`config.mk`:
```
export PLATFORM = sky130hd
export DESIGN_NAME = mp_add_seq
export DESIGN_NICKNAME = d
export VERILOG_FILES = /design/src/rtl/mp_add_seq.sv
export SDC_FILE = /design/constraint.sdc
export NUM_CORES = 1
export LEC_CHECK = 0
export CAP_MARGIN = 20
export CORE_MARGIN = 5
export CORE_UTILIZATION = 48
export DETAILED_ROUTE_END_ITERATION = 6
export GPL_TIMING_DRIVEN = 1
export PLACE_DENSITY = 0.84
export RECOVER_POWER = 50
export SYNTH_ARGS = -nofsm -noshare
export SYNTH_HDL_FRONTEND = slang
export SYNTH_SLANG_ARGS = --single-unit
```
`constraint.sdc`:
```
create_clock -name clk -period 3.66 [get_ports clk]
set_input_delay 0.915 -clock clk [delete_from_list [all_inputs] [get_ports clk]]
set_output_delay 0.915 -clock clk [all_outputs]
set_load 0.1 [all_outputs]
```
`src/rtl/mp_add_seq.sv`:
```
// rtl/mp_add_seq.sv - multi-precision add sequencer: LSW-first word stream through an N-bit adder slice
// Optional SIGNED_OVF_EN adds the ovf port (signed overflow of the MSW add).
module mp_add_seq #(
    parameter int N     = 8,
    parameter int WORDS = 4
) (
    input  logic         clk,
    input  logic         rst,
    input  logic         start,
    input  logic         cin,
    input  logic         in_valid,
    output logic         in_ready,
    input  logic [N-1:0] a_in,
    input  logic [N-1:0] b_in,
    output logic         out_valid,
    input  logic         out_ready,
    output logic [N-1:0] sum_out,
    output logic         out_last,
    output logic         cout,
    output logic         busy,
`ifdef SIGNED_OVF_EN
    output logic         ovf,
`endif
    output logic         done
);

    localparam int CW = (WORDS > 1) ? $clog2(WORDS) : 1;
    localparam logic [CW-1:0] LAST = CW'(WORDS - 1);

    typedef enum logic [1:0] {IDLE, RUN, DRAIN} state_t;

    state_t        state, state_next;
    logic [CW-1:0] cnt;
    logic          carry_reg;
    logic [N:0]    add_res;
    logic          in_fire;
    logic          out_fire;
    logic          last_in;
    logic          drain_done;

    assign add_res    = {1'b0, a_in} + {1'b0, b_in} + {{N{1'b0}}, carry_reg};
    assign in_ready   = (state == RUN) && (!out_valid || out_ready);
    assign in_fire    = in_valid && in_ready;
    assign out_fire   = out_valid && out_ready;
    assign last_in    = in_fire && (cnt == LAST);
    // In DRAIN the output register can only hold the MSW sum word.
    assign drain_done = (state == DRAIN) && out_fire;
    assign busy       = (state != IDLE);

    always_ff @(posedge clk or posedge rst) begin
        if (rst) state <= IDLE;
        else     state <= state_next;
    end

    always_comb begin
        state_next = state;
        case (state)
            IDLE:    if (start)      state_next = RUN;
            RUN:     if (last_in)    state_next = DRAIN;
            DRAIN:   if (drain_done) state_next = IDLE;
            default:                 state_next = IDLE;
        endcase
    end

    always_ff @(posedge clk or posedge rst) begin
        if (rst) begin
            cnt       <= '0;
            carry_reg <= 1'b0;
            sum_out   <= '0;
            out_valid <= 1'b0;
            out_last  <= 1'b0;
            cout      <= 1'b0;
            done      <= 1'b0;
`ifdef SIGNED_OVF_EN
            ovf       <= 1'b0;
`endif
        end else begin
            done <= drain_done;
            if (state == IDLE && start) begin
                carry_reg <= cin;
                cnt       <= '0;
`ifdef SIGNED_OVF_EN
                ovf       <= 1'b0;
`endif
            end
            if (in_fire) begin
                sum_out   <= add_res[N-1:0];
                carry_reg <= add_res[N];
                out_valid <= 1'b1;
                out_last  <= (cnt == LAST);
                if (cnt != LAST) cnt <= cnt + CW'(1);
`ifdef SIGNED_OVF_EN
                // Carry into the top bit is recovered as s ^ a ^ b at that bit.
                if (cnt == LAST)
                    ovf <= add_res[N] ^ (add_res[N-1] ^ a_in[N-1] ^ b_in[N-1]);
`endif
            end else if (out_fire) begin
                out_valid <= 1'b0;
            end
            if (drain_done) cout <= carry_reg;
        end
    end

endmodule

```
==> flow_summary.toml <==
[outcome]
outcome = "complete, no violations"

[synthesis]
synthMuxAreaShare_pct = 5.88
synth_seq_cells = 17
synth_cell_types = 32
synth.net_count = 132
synthCells = 100
yosysTopAreaCell = "dfrtp_1"
synthSimpleGateAreaFrac_pct = 13.1
ys_async_sr_fraction_pct = 100
ys_seq_area_share_pct = 40.8
synth.most_common_cell = "dfrtp_1"
synth-xor-area-share_pct = 3.36
synth.top_cell.area_share_pct = 40.8
avgSynthCellArea_um2 = 10.4
synth_commonest_cells = "17 x dfrtp_1, 14 x nand2_1, 9 x o21ai_0"
synth_edf_count = 0
synth_top_family_by_area = "compound AO/OA/AOI/OAI gates"
synthAdderAreaFrac_pct = 13.4
synth_top_flop_cell = "dfrtp_1"
yosysWarnings = 0
synth_area_um2 = 1040
ys_top_cells_by_area = "dfrtp_1 41%, ha_1 9.6%, nand2_1 5.0%"
synth_compound_area_share_pct = 19.7

[setup_path]
critPathMaxFanout = 4
slowest_delay_ps = 550
critPathRequiredTime_ps = 2740
path_class = "input port to output pin"
crit_path_top_delay_cell = "dlygate4sd3_1"
crit_path_end_kind = "output pin"
cp_num_buf_inv = 2
cp_cell_sequence = "dlygate4sd3_1, nor2b_1, nor3_2, buf_12"
arrival_ps = 2010
rrSetupSlack_ps = 1520
cpLargestDelayFamily = "buffers and inverters"
start_kind = "input port"

[place]
placed_cell_area_um2 = 1420
post-place-ws_ps = 533
placedCellCount = 160
dp_hpwl_um = 1760
io_buffers = 35
place.gp.congestion = 0.844

[clock_network]
root_buffer = "clkbuf_4"
ctsHoldBuffers = 0
cts_tree = "built"
htreeDepth = 1
cts_resized = 0
numCtsBuffers = 3
clk_pin_slew_ps = 90
post-cts-setup-buffers = 0
clock_latency_ps = 280
clk_path_buf_depth = 2
cts.sink_count = 17

[finish]
largest_register_ffs = 8
fill_cells = 162
multiInputGateArea_um2 = 576
syn_to_final_growth_pct = 37.9
utilization_pct = 71.1
regMostFlops = "sum_out"
reg_top3 = "sum_out: 8 flops, cnt: 2 flops, state: 2 flops"
antenna_cells = 0
nets = 170
finalInstanceArea_um2 = 1440
ff_latch_area_um2 = 425
drive_above_1_share_pct = 8.76
finalNonFillerCells = 164

[global_routing]
track_usage_pct = 14.8
globalRoute.totalOverflow = 0
grt_max_degree = 21
grt_pass1_vias = 870
grt_pass1_wl_um = 3800
antenna_found_initial = 0

[routing]
wl_per_cell_um = 13.0
vias = 863
vias_per_cell = 5.26
drt_first_pass_iters = 4
ant_nets = 0
drcViolationCount = 0
drt-total-wl_um = 2130
drt_iter0_markers = 10

[die]
rows = 16
dieArea_um2 = 3200
start_util_pct = 51.5
die_w_um = 56.6
boundaryPins = 36
die_y_um = 56.6
core_area_um2 = 2020

[timing]
drv_slew = 0
finalSetupViolations = 0
rsz0062_at_grt = "no"
fmax_mhz = 341
hold_viol_final = 0
worst_slew_pin_slew_ps = 1170
finClkSkew_ps = 8.28
min_period_ps = 2930
finalCritPeriodShare_pct = 80.0
setup_tns_ps = 0
setup_ws_ps = 731
slew_headroom_pct = 22.2

[worst_hold_path]
hold_class = "flop to flop"

[power]
ir_worst_vdd_mv = 0.694
p_leak_uw = 0.000654
p_per_area_nw_per_um2 = 914

[job]
maxCapViolations = 0
## where the power goes
part,switching (µW),internal (µW),total [µW]
Sequential,51.8,267,318
Clock,54.4,42.3,96.7
Combinational,652,247,898
Total,758,556,1310
## worst min-delay path, cell delays in order (launching register included)
cell and delay [ps]:
dfrtp_1 350, nand2_1 40, o21ai_0 60
## layout by cell type, fill, tap and decap left out, types with 3 or more instances in the layout
cell type	n
ha_1	8
o21a_1	3
xor2_1	4
nor2_1	4
a21oi_1	4
clkbuf_4	3
clkdlybuf4s50_1	31
o21ai_0	9
inv_1	6
nand2_1	14
dfrtp_1	17
## cell type report
class,count,share of cell area [%]
clock buffers,4,1.83
inverters,6,1.57
multi-input cells,75,40.0
well taps,27,2.35
repair buffers,35,24.6
flip-flops and latches,17,29.6
## through the flow
stage	power (µW)	hold WS (ps)
after CTS	1330	492
after floorplan	1010	455
after global placement	1220	461
after global routing	1380	522
after detailed placement	1240	469
final	1310	488
## path summary, 6_finish.rpt
path	from	to	depth (start not counted)
min reg2reg	sum_out[7]	sum_out[7]	2
min	sum_out[7]	sum_out[7]	2
max in group asynchronous	rst	cout	2
max reg2reg	carry_reg	sum_out[6]	8
max	out_ready	in_ready	4
min in group asynchronous	rst	out_last	2
## metal layers
layer / GRT usage [%] / vias up / wire [µm]
li1: - / 430 / -
met1: 18.1 / 395 / 921
met2: 24.6 / 34 / 1010
met3: 3.67 / 4 / 176
met4: 6.10 / 0 / 22
met5: 0 / - / 0
## logic make-up after synthesis
kind of cell,after synthesis
AND/OR/NAND/NOR,26
buffers and inverters,8
flip-flops,17
adder cells (fa/ha/maj),10
multiplexers,5
XOR/XNOR,4
AO/OA/AOI/OAI,30
Note: power is estimated with default switching activity, not from simulation.
